## src/rtl/multicycle_ctrl_fsm.sv

```systemverilog
// multicycle_ctrl_fsm: Moore control unit sequencing fetch/decode/execute/memory/writeback
module multicycle_ctrl_fsm #(
    parameter bit USE_MEM_READY = 1'b1
) (
    input  logic       clk,
    input  logic       rst,
    input  logic [5:0] opcode,
    input  logic       mem_ready,
    output logic       pc_write,
    output logic       pc_write_cond,
    output logic       ir_write,
    output logic       i_or_d,
    output logic       mem_read,
    output logic       mem_write,
    output logic       mem_to_reg,
    output logic       reg_dst,
    output logic       reg_write,
    output logic       alu_src_a,
    output logic [1:0] alu_src_b,
    output logic [1:0] alu_op,
    output logic [1:0] pc_source,
    output logic [3:0] state,
    output logic       illegal_op
);
    localparam logic [5:0] OP_RTYPE = 6'b000000;
    localparam logic [5:0] OP_LW    = 6'b100011;
    localparam logic [5:0] OP_SW    = 6'b101011;
    localparam logic [5:0] OP_BEQ   = 6'b000100;
    localparam logic [5:0] OP_J     = 6'b000010;
    localparam logic [5:0] OP_ADDI  = 6'b001000;

    typedef enum logic [3:0] {
        FETCH  = 4'd0,
        DECODE = 4'd1,
        MEMADR = 4'd2,
        MEMRD  = 4'd3,
        MEMWB  = 4'd4,
        MEMWR  = 4'd5,
        EXEC   = 4'd6,
        ALUWB  = 4'd7,
        BRANCH = 4'd8,
        JUMP   = 4'd9,
        ADDIEX = 4'd10,
        ADDIWB = 4'd11
    } state_t;

    state_t st;
    logic   rdy;

    assign rdy   = USE_MEM_READY ? mem_ready : 1'b1;
    assign state = st;

    // state sequencing; illegal_op latches any undecodable opcode until reset
    always_ff @(posedge clk or posedge rst) begin
        if (rst) begin
            st         <= FETCH;
            illegal_op <= 1'b0;
        end else begin
            case (st)
                FETCH:  st <= rdy ? DECODE : FETCH;
                DECODE: begin
                    case (opcode)
                        OP_LW, OP_SW: st <= MEMADR;
                        OP_RTYPE:     st <= EXEC;
                        OP_BEQ:       st <= BRANCH;
                        OP_J:         st <= JUMP;
                        OP_ADDI:      st <= ADDIEX;
                        default: begin
                            st         <= FETCH;
                            illegal_op <= 1'b1;
                        end
                    endcase
                end
                MEMADR: st <= (opcode == OP_LW) ? MEMRD : MEMWR;
                MEMRD:  st <= rdy ? MEMWB : MEMRD;
                MEMWR:  st <= rdy ? FETCH : MEMWR;
                EXEC:   st <= ALUWB;
                ADDIEX: st <= ADDIWB;
                default: st <= FETCH;
            endcase
        end
    end

    // Moore decode of the control word; only the fetch write enables see mem_ready
    always_comb begin
        pc_write      = 1'b0;
        pc_write_cond = 1'b0;
        ir_write      = 1'b0;
        i_or_d        = 1'b0;
        mem_read      = 1'b0;
        mem_write     = 1'b0;
        mem_to_reg    = 1'b0;
        reg_dst       = 1'b0;
        reg_write     = 1'b0;
        alu_src_a     = 1'b0;
        alu_src_b     = 2'b00;
        alu_op        = 2'b00;
        pc_source     = 2'b00;
        case (st)
            FETCH: begin
                mem_read  = 1'b1;
                alu_src_b = 2'b01;
                pc_write  = rdy;
                ir_write  = rdy;
            end
            DECODE: alu_src_b = 2'b11;
            MEMADR: begin
                alu_src_a = 1'b1;
                alu_src_b = 2'b10;
            end
            MEMRD: begin
                mem_read = 1'b1;
                i_or_d   = 1'b1;
            end
            MEMWB: begin
                reg_write  = 1'b1;
                mem_to_reg = 1'b1;
            end
            MEMWR: begin
                mem_write = 1'b1;
                i_or_d    = 1'b1;
            end
            EXEC: begin
                alu_src_a = 1'b1;
                alu_op    = 2'b10;
            end
            ALUWB: begin
                reg_write = 1'b1;
                reg_dst   = 1'b1;
            end
            BRANCH: begin
                alu_src_a     = 1'b1;
                alu_op        = 2'b01;
                pc_write_cond = 1'b1;
                pc_source     = 2'b01;
            end
            JUMP: begin
                pc_write  = 1'b1;
                pc_source = 2'b10;
            end
            ADDIEX: begin
                alu_src_a = 1'b1;
                alu_src_b = 2'b10;
            end
            ADDIWB: reg_write = 1'b1;
            default: ;
        endcase
    end
endmodule

```

## config.mk

```make
export PLATFORM = sky130hd
export DESIGN_NAME = multicycle_ctrl_fsm
export DESIGN_NICKNAME = d
export VERILOG_FILES = /design/src/rtl/multicycle_ctrl_fsm.sv
export SDC_FILE = /design/constraint.sdc
export NUM_CORES = 1
export LEC_CHECK = 0
export ABC_AREA = 1
export BUFFER_PORTS_ARGS = -buffer_cell sky130_fd_sc_hd__clkbuf_2
export CORE_MARGIN = 10
export CORE_UTILIZATION = 38
export CTS_CLUSTER_DIAMETER = 100
export CTS_CLUSTER_SIZE = 16
export DETAILED_ROUTE_END_ITERATION = 6
export PLACE_DENSITY_LB_ADDON = 0.3
export SLEW_MARGIN = 20
export SYNTH_ARGS = -nofsm -noshare
export SYNTH_HDL_FRONTEND = slang
export SYNTH_SLANG_ARGS = --single-unit
```

## constraint.sdc

```tcl
create_clock -name clk -period 1 [get_ports clk]
set_input_delay 0 -clock clk [delete_from_list [all_inputs] [get_ports clk]]
set_output_delay 0 -clock clk [all_outputs]
set_load 0.02 [all_outputs]
```

### Word level (Yosys, flattened, before mapping)

Cells that the tools add are included.

| word-level totals | value |
|---|---|
| flip-flop bits (word level) | 5 |
| input port bits | 9 |
| output and inout bits | 21 |

| cells by class | value |
|---|---|
| equal/unequal tests | 16 |
| muxes and demuxes | 19 |
| bitwise logic cells | 1 |
| reduce and logical (&&, ||, !) cells | 10 |

Operators by type and width:

| kind | number |
|---|---|
| $pmux W4 S7 | 1 |
| $pmux W4 S5 | 1 |
| $eq A4 B3 Y1 const B | 4 |
| $eq A4 B4 Y1 const B | 4 |
| $eq A6 B6 Y1 const B | 2 |
| $mux W1 | 10 |
| $mux W3 | 3 |
| $eq A4 B2 Y1 const B | 2 |
| $pmux W2 S2 | 2 |
| $reduce_or A2 Y1 | 4 |
| $eq A6 B2 Y1 const B | 1 |
| $eq A6 B3 Y1 const B | 1 |
| $eq A6 B4 Y1 const B | 1 |
| $logic_not A6 Y1 | 1 |
| $pmux W2 S3 | 1 |
| $reduce_or A6 Y1 | 1 |
| $eq A4 B1 Y1 const B | 1 |
| $logic_not A4 Y1 | 1 |
| $reduce_or A4 Y1 | 1 |
| $reduce_or A3 Y1 | 1 |
| $pmux W1 S2 | 1 |
| $reduce_and A2 Y1 | 1 |
| $not A1 Y1 | 1 |

### Longest topological paths before layout

Gate-level depths: netlist of run 1.

| logic depth | value |
|---|---|
| depth in word-level cells | 4 |
| mapped depth | 7 |
| depth with buffers taken out | 7 |

### Worst setup path before layout of run 1

No wires, ideal clock.

| timing | value |
|---|---|
| path kind | flip-flop to output port |
| from | register st[2] (netlist: state[2]) |
| to | output alu_src_a |
| arrival | 1.365 ns |
| path slack | -0.365 ns |
| stages on the path, launching flop included | 6 |
| cell sequence | dfrtp_1 -> inv_1 -> nand2_1 -> nor2_1 -> nor2_1 -> nand2_1 |

| between the ends | value |
|---|---|
| cells in the longest elaborated chain, start to end | 3 |
| elaborated cells on any way between the ends | 6 |
| those cells by class | eq/ne (4); mux (1); reduce/logical (1) |

RTL lines:

| item | RTL line | source |
|---|---|---|
| from (decl) | 47 | `state_t st;` |
| from (signal assigned) | 60 | `FETCH: st <= rdy ? DECODE : FETCH;` |
| from (signal assigned) | 74 | `MEMADR: st <= (opcode == OP_LW) ? MEMRD : MEMWR;` |
| from (signal assigned) | 75 | `MEMRD: st <= rdy ? MEMWB : MEMRD;` |
| $eq A4 B4 Y1, or another cell as far along | 99 | `case (st)` |
| $reduce_or A4 Y1 (no source line) (*) | - |  |
| $mux W1 (*) | 99 |  |
| to (decl) | 18 | `output logic alu_src_a,` |

Mark *: on every way between the ends. The rest lies on a longest branch, timed or not.

### Worst setup path in the final report of run 1

| timing | value |
|---|---|
| from | register st[3] (netlist: state[3]) |
| to | output reg_write |

| between the ends | value |
|---|---|
| cells in the longest elaborated chain, start to end | 3 |
| elaborated cells on any way between the ends | 5 |
| those cells by class | eq/ne (3); mux (1); reduce/logical (1) |

RTL lines:

| item | RTL line | source |
|---|---|---|
| $eq A4 B4 Y1 / $eq A4 B3 Y1 (equally long branches) | 99 |  |
| $reduce_or A3 Y1 (no source line) (*) | - |  |
| $mux W1 (*) | 99 |  |
| to (decl) | 17 | `output logic reg_write,` |

Marks and branches as above.

==> results.toml, run 1 <==
[status]
status = "complete, but fails checks"
violations = "negative setup slack"

[global_routing]
grt_max_degree = 6
grt_overflow = 0
grt_usage_pct = 10.9
antenna_found_initial = 0
first_global_vias = 754
grt_pass1_wl_um = 3100

[worst_setup_path]
start_kind = "register"
path_depth = 6
path_class = "register to primary output"
crit_family = "flip-flops"
critPathSlowestCell = "dfrtp_2"
arrival_ns = 1.38
cp_num_buf_inv = 2
max_stage_delay_ns = 0.44
crit_required_ns = 1.00
crit_path_cell_trace = "inv_2 -> nand2_4 -> nor2_4 -> nor2_2 -> o21ai_1 -> buf_4"
worstSetupEndpointType = "primary output"
critPathMaxFanout = 5
r2r_cells = 8

[floorplanning]
fp.dieW_um = 57.5
start_util_pct = 40.6
die_area_um2 = 3310
core.rowCount = 13
ios = 30
die_h_um = 57.5
core_um2 = 1320

[run]
maxCapViolations = 0

[synthesis]
synth_largest_area_cell = "dfrtp_1"
ys_ff_latch = 5
synth_cell_types = 15
synth_top_area_share_pct = 23.4
ys_seq_area_share_pct = 23.4
syn_area_per_cell_um2 = 5.62
syn_nets = 104
syn-instance-count = 95
ys_top_cells_by_area = "dfrtp_1, nand2_1, nor2_1"
syn-cell-area_um2 = 534
synth_warnings = 0

[clocking]
cts_tree = "yes"
cts_root_buf = "clkbuf_4"
cts_buffers = 3
worstSkewPairLatency_ns = 0.26
clock_sinks = 5
cts_max_level = 1
clockBufferDepth = 2
path_clk_slew_ns = 0.05

[power_and_ir_drop]
powerDensity_nw_per_um2 = 998
power_mw = 1.15
p_leak_nw = 0.606
ir_drop_v = 0.000617

[timing]
worst_slack_ns = -0.381
fin_crit_ns = 1.38
worst_slew_pin_slew_ns = 0.259
holdWs_ns = 0.0966
hold_viol_final = 0
slew_violations = 0
setup_viol_count_final = 24
finClkSkew_ns = 0.00645
rsz0062_at_grt = "yes"
timing.final.crit_share_pct = 138
fmax_ghz = 0.724
relSlewSlack_pct = 82.7

[final_layout]
diodes = 0
area_delta_synth_final_pct = 115
fin_util_pct = 87.2
final_cell_mix = "buf_4, nand2_1, buf_6"
layout.nets = 156
drive_gt1_share_pct = 64.4
final_common_cell = "buf_4"

[routing]
finalWirelength_um = 2660
first_iter_violations = 14
drc_errors = 0
vias = 805
ant_nets = 0
dr.pass1.iters = 4
post_drt_wl_per_cell_um = 16.5
vias_per_cell = 5.00

[worst_hold_path]
hold_depth = 4
hold_path_class = "primary input to register"

[place]
gp_congestion = 0.835
hpwl_um = 1380
io_buffers = 29
==> registers in the layout (all words and copies together), names as in the netlist <==
| register | flops |
|---|---|
| illegal_op | 1 |
| state | 4 |
==> logic make-up (layout without fill, tap and decap cells) <==
group | Yosys count | after routing | synth area share [%]
and+or+nand+nor | 59 | 59 | 51.5
buffers and inverters | 23 | 74 | 17.6
AOI/OAI and AO/OA | 8 | 8 | 7.49
DFF | 5 | 5 | 23.4
==> final timing paths <==
check | startpoint | end | slack [ns]
max in group asynchronous | rst | state[0] | 0.61
worst max-delay path | state[3] | reg_write | -0.38
worst min register to register | illegal_op | illegal_op | 0.49
min in group asynchronous | rst | illegal_op | 0.19
worst min-delay path | opcode[4] | state[1] | 0.1
worst max register to register | state[0] | state[2] | -0.23
==> what timing repair did <==
item | in CTS | in global routing
gates resized for setup | 36 | 49
buffers inserted | 6 | 8
hold endpoints to repair | 5 | 0
pin swaps | 10 | 17
hold buffers | 1 | 0
setup endpoints to repair | 21 | 23
==> tightest hold or removal path, delay by kind of cell <==
family | cells | cell delay, ns
simple gates | 3 | 0.22
buf+inv | 1 | 0.09
==> layer usage <==
layer  GRT usage [%]  wire, µm  up-vias
met5               0         0        -
met4            6.04        91        0
met2            19.9      1340       45
met3            2.65       210        8
met1            10.9      1020      363
li1                -         -      389
==> synthesized netlist by cell type <==
cell type,count
nand2_4,1
nor2_1,17
o21ai_1,3
nor2_4,2
nand3_1,9
inv_1,16
dfrtp_1,5
nor2_2,2
nand2_2,4
nand2_1,22
inv_2,5
o21ai_0,3
a21oi_1,2
nand4_1,2
buf_4,2
==> report_power, final <==
| part | switching [mW] | internal (mW) |
|---|---|---|
| logic | 0.346 | 0.295 |
| clock network | 0.110 | 0.153 |
| registers | 0.0264 | 0.215 |
| total | 0.483 | 0.663 |
==> metrics by stage <==
stage          worst slack (ns)  cell area (µm²)  setup TNS, ns  cells
2_1_floorplan            -0.109              572         -0.795     95
3_3_place_gp             -0.107              766         -0.701    143
3_5_place_dp             -0.113              766         -0.856    143
4_1_cts                  -0.331              976          -4.47    154
5_1_grt                  -0.434             1150          -6.75    161
6_report                 -0.381             1150          -5.56    161
==> final cells by class <==
class,count,area (µm²)
clock buffers,4,26.3
fillers,69,169
repair buffers,49,447
multi-input cells,67,438
inverters,21,88.8
flip-flops and latches,5,130
well taps,15,18.8
(Power assumes the default switching activity.)
==> run 2: changes to the inputs <==
--- a/config.mk
+++ b/config.mk
@@ -7,7 +7,6 @@
 export LEC_CHECK = 0
 export ABC_AREA = 1
 export BUFFER_PORTS_ARGS = -buffer_cell sky130_fd_sc_hd__clkbuf_2
-export CORE_MARGIN = 10
 export CORE_UTILIZATION = 38
 export CTS_CLUSTER_DIAMETER = 100
 export CTS_CLUSTER_SIZE = 16
==> constraint.sdc (replaced) <==
create_clock -name clk -period 1.1 [get_ports clk]
set_input_delay 0 -clock clk [delete_from_list [all_inputs] [get_ports clk]]
set_output_delay 0 -clock clk [all_outputs]
set_load 0.02 [all_outputs]
==> results.toml, run 2 (synthesis gave the netlist of run 1 again) <==
[worst_setup_path]
max_stage_delay_ns = 0.42
crit_path_cell_trace = "inv_4 -> nand2_2 -> inv_2 -> nand2_2 -> inv_2 -> nor2_1 -> nand2_1 -> buf_6"
crit_required_ns = 1.10
critPathMaxFanout = 4
worstSetupEndpointType = "primary output"
start_kind = "register"
critPathSlowestCell = "dfrtp_2"
arrival_ns = 1.45
rrSetupSlack_ns = -0.30
path_class = "register to primary output"

[place]
gp_congestion = 0.733
pre_cts_ws_ns = -0.00717
hpwl_um = 1070
dp_cells = 137
io_buffers = 29

[power_and_ir_drop]
p_sw_share_pct = 42.8
p_leak_nw = 0.589
ir_drop_v = 0.000566
p_int_mw = 0.543
combPwrFrac_pct = 52.2
switchingPower_mw = 0.407
p_clk_share_pct = 25.0
powerDensity_nw_per_um2 = 885
seqPwrFrac_pct = 22.8

[global_routing]
grt_pass1_wl_um = 2550
grt_usage_pct = 24.5
grt_max_degree = 7
first_global_vias = 683
grt_overflow = 0
antenna_found_initial = 0

[timing]
fmax_ghz = 0.691
slew_violations = 0
worst_slack_ns = -0.348
setup_tns_ns = -4.07
rsz0062_at_grt = "yes"
worst_slew_pin_slew_ns = 0.222
holdWs_ns = 0.0872
setup_viol_count_final = 22
timing.final.crit_share_pct = 132
hold_viol_final = 0
relSlewSlack_pct = 85.2
fin_crit_ns = 1.45
finClkSkew_ns = 0.00630

[run]
maxCapViolations = 0

[final_layout]
stdcell_count = 160
layout.nets = 155
multi_input_area_um2 = 420
area_delta_synth_final_pct = 101
fin_util_pct = 82.4
fill_cells = 80
final_cell_mix = "buf_4, nand2_1, clkbuf_2"
diodes = 0
drive_gt1_share_pct = 57.9
seq_area_um2 = 130
largest_reg_flops = 4
final_common_cell = "buf_4"

[routing]
ant_nets = 0
first_iter_violations = 54
drc_errors = 0
finalWirelength_um = 2440
vias = 863
vias_per_cell = 5.39
dr.pass1.iters = 4
post_drt_wl_per_cell_um = 15.3

[clocking]
clockBufferDepth = 2
cts_tree = "yes"
clock_sinks = 5
path_clk_slew_ns = 0.05
worstSkewPairLatency_ns = 0.26
cts_max_level = 1
cts_root_buf = "clkbuf_4"
cts_buffers = 3

[floorplanning]
core.rowCount = 13
fp.dieW_um = 39.5
ios = 30
die_area_um2 = 1560
die_h_um = 39.5
core_um2 = 1300
start_util_pct = 41.1

[worst_hold_path]
hold_path_class = "primary input to register"

[status]
status = "complete, but fails checks"
violations = "negative setup slack"
## run 2: metal layers
| metal | global-route usage (%) | routed length (µm) |
|---|---|---|
| met5 | 0 | 0 |
| met4 | 19.0 | 90 |
| met3 | 6.25 | 179 |
| met2 | 46.3 | 1260 |
| met1 | 21.1 | 912 |
## run 2: worst max-delay path: cells and delay by family (launching register included)
| kind | cells | cell delay (ns) |
|---|---|---|
| buffers and inverters | 4 | 0.32 |
| and+or+nand+nor | 4 | 0.42 |
| DFF | 1 | 0.42 |
## run 2: layout make-up
class                           instances  share of cell area (%)
Multi-Input combinational cell         67                    39.2
Inverter                               21                    8.05
Clock buffer                            4                    2.45
Tap cell                               15                    1.75
Timing Repair Buffer                   48                    36.4
Sequential cell                         5                    12.1
## run 2: repair_timing
action | CTS | global route
cloned | 0 | 0
pin swaps | 9 | 6
endpoints found under the setup margin | 19 | 22
setup buffers | 12 | 7
hold buffers | 1 | 0
resized for setup | 28 | 35
hold endpoints to repair | 5 | 0
## run 2: path summary, 6_finish.rpt
| path | startpoint | to | depth (start not counted) |
|---|---|---|---|
| min in group asynchronous | rst | state[2] | 3 |
| max in group asynchronous | rst | state[3] | 3 |
| min | opcode[4] | state[1] | 4 |
| max reg2reg | state[0] | state[3] | 8 |
| min reg2reg | illegal_op | illegal_op | 2 |
| max | state[0] | alu_src_a | 8 |
## run 2: metrics by stage
| step | power, mW | cell area (µm²) |
|---|---|---|
| 2_1_floorplan | 0.428 | 569 |
| 3_3_place_gp | 0.514 | 718 |
| 3_5_place_dp | 0.517 | 718 |
| 4_1_cts | 0.824 | 942 |
| 5_1_grt | 0.979 | 1070 |
| 6_report | 0.949 | 1070 |
## run 2: power groups by stage
stage	logic [mW]	registers, mW	clock network [mW]
after CTS	0.402	0.211	0.211
after global placement	0.297	0.217	0
after detailed placement	0.299	0.217	0
after global routing	0.518	0.217	0.245
after floorplan	0.200	0.228	0
final	0.496	0.216	0.237
==> run 3: changes to the inputs <==
--- a/config.mk
+++ b/config.mk
@@ -6,7 +6,7 @@
 export NUM_CORES = 1
 export LEC_CHECK = 0
 export ABC_AREA = 1
-export BUFFER_PORTS_ARGS = -buffer_cell sky130_fd_sc_hd__clkbuf_2
+export BUFFER_PORTS_ARGS = -buffer_cell sky130_fd_sc_hd__buf_2
 export CORE_UTILIZATION = 38
 export CTS_CLUSTER_DIAMETER = 100
 export CTS_CLUSTER_SIZE = 16
==> results.toml, run 3 (synthesis gave the netlist of run 1 again) <==
[timing]
timing.final.crit_share_pct = 122
hold_viol_final = 0
fmax_ghz = 0.748
rsz0062_at_grt = "yes"
worst_slew_pin_slew_ns = 0.295
fin_crit_ns = 1.34
relSlewSlack_pct = 80.3
setup_viol_count_final = 21
worst_slack_ns = -0.238
finClkSkew_ns = 0.00359
slew_violations = 0

[floorplanning]
fp.dieW_um = 39.5
ios = 30
die_area_um2 = 1560
start_util_pct = 41.1
die_h_um = 39.5
core_um2 = 1300
core.rowCount = 13

[worst_setup_path]
start_kind = "register"
critical_path.endpoint = "alu_src_b[1]"
critPathMaxFanout = 6
crit_path_start = "state[1]"
worstSetupEndpointType = "primary output"
r2r_cells = 7
rrSetupSlack_ns = -0.17
crit_required_ns = 1.10
rr_startpoint = "state[1]"
worstReg2RegEnd = "state[2]"
path_class = "register to primary output"
arrival_ns = 1.34

[power_and_ir_drop]
p_int_mw = 0.543
combPwrFrac_pct = 52.7
p_sw_share_pct = 41.5
p_leak_nw = 0.586
powerDensity_nw_per_um2 = 867
power_mw = 0.929
seqPwrFrac_pct = 22.9
ir_drop_v = 0.000532
p_clk_share_pct = 24.3
switchingPower_mw = 0.386

[global_routing]
grt_max_degree = 7
grt_usage_pct = 26.7
antenna_found_initial = 0
grt_overflow = 0
grt_pass1_wl_um = 2760
first_global_vias = 658

[final_layout]
final_cell_mix = "nand2_1, buf_6, buf_4"
fin_area_um2 = 1070
fill_cells = 79
largest_reg_flops = 4
diodes = 0
layout.nets = 154
area_delta_synth_final_pct = 100
drive_gt1_share_pct = 61.1

[place]
place_area_um2 = 718
hpwl_um = 1090
pre_cts_ws_ns = -0.0110
gp_congestion = 0.723
io_buffers = 29

[routing]
ant_nets = 0
dr.pass1.iters = 4
post_drt_wl_per_cell_um = 13.4
vias = 796
drc_errors = 0
vias_per_cell = 5.01
finalWirelength_um = 2130
first_iter_violations = 35

[clocking]
cts_tree = "yes"
path_clk_slew_ns = 0.05
cts_root_buf = "clkbuf_4"
cts_max_level = 1
clock_sinks = 5
cts_buffers = 3
clockBufferDepth = 2
worstSkewPairLatency_ns = 0.24

[run]
maxCapViolations = 0

[worst_hold_path]
hold_path_class = "primary input to register"

[status]
status = "complete, but fails checks"
violations = "negative setup slack"
run 3: changes by cell type in the layout (fill, tap and decap cells not counted), sizes merged:
cell,previous run,this run
clkbuf,20,4
clkinv,1,0
buf,31,46
inv,20,21
run 3: worst min path at each step:
| stage | start | end | slack (ns) | depth (start not counted) |
|---|---|---|---|---|
| after global placement | rst | illegal_op | -0.10 | 2 |
| after global routing | opcode[4] | state[1] | 0.13 | 4 |
| after CTS | opcode[4] | state[1] | 0.10 | 4 |
| final | opcode[2] | state[1] | 0.11 | 4 |
| after floorplan | rst | illegal_op | -0.22 | 1 |
| after detailed placement | rst | illegal_op | -0.10 | 2 |
run 3: worst max-delay path, stage by stage, from the launching register on:
cell     delay [ns]
dfrtp_2        0.46
inv_4          0.09
buf_6          0.11
nand2_8        0.07
nor2_4         0.14
inv_2          0.06
nand2_2        0.06
buf_6          0.11
run 3: through the flow:
stage | instances | utilization (%) | TNS, ns | hold slack [ns]
after CTS | 154 | 73.7 | -1.95 | 0.102
after floorplan | 95 | - | -0.0318 | -0.222
after detailed placement | 137 | 55.2 | -0.0190 | -0.101
after global routing | 159 | 82.3 | -4.31 | 0.134
final | 159 | 82.3 | -3.09 | 0.111
after global placement | 137 | 55.2 | -0.0146 | -0.103
run 3: power groups by stage:
stage	clock, mW	sequential, mW	combinational, mW
2_1_floorplan	0	0.228	0.200
3_3_place_gp	0	0.216	0.297
3_5_place_dp	0	0.217	0.301
4_1_cts	0.211	0.209	0.417
5_1_grt	0.252	0.213	0.519
6_report	0.226	0.213	0.490
run 3: layout make-up:
class	instances	area (µm²)	area share, %
Tap cell	15	18.8	1.75
Clock buffer	4	26.3	2.45
Multi-Input combinational cell	67	425	39.7
Inverter	21	83.8	7.83
Timing Repair Buffer	47	387	36.1
Sequential cell	5	130	12.1
run 3: metal layers:
metal	part of all wire (%)	vias up	GRT usage (%)
li1	-	387	-
met4	0.47	0	8.62
met5	0	-	0
met1	40	372	26.5
met2	55	35	52.5
met3	4.7	2	6.25
run 3: timing repair:
action / 4_1_cts / 5_1_grt
setup buffers: 12 / 5
hold endpoints to repair: 5 / 0
hold buffers: 1 / 0
gates resized for setup: 38 / 20
pin swaps: 9 / 15
endpoints found under the setup margin: 17 / 21
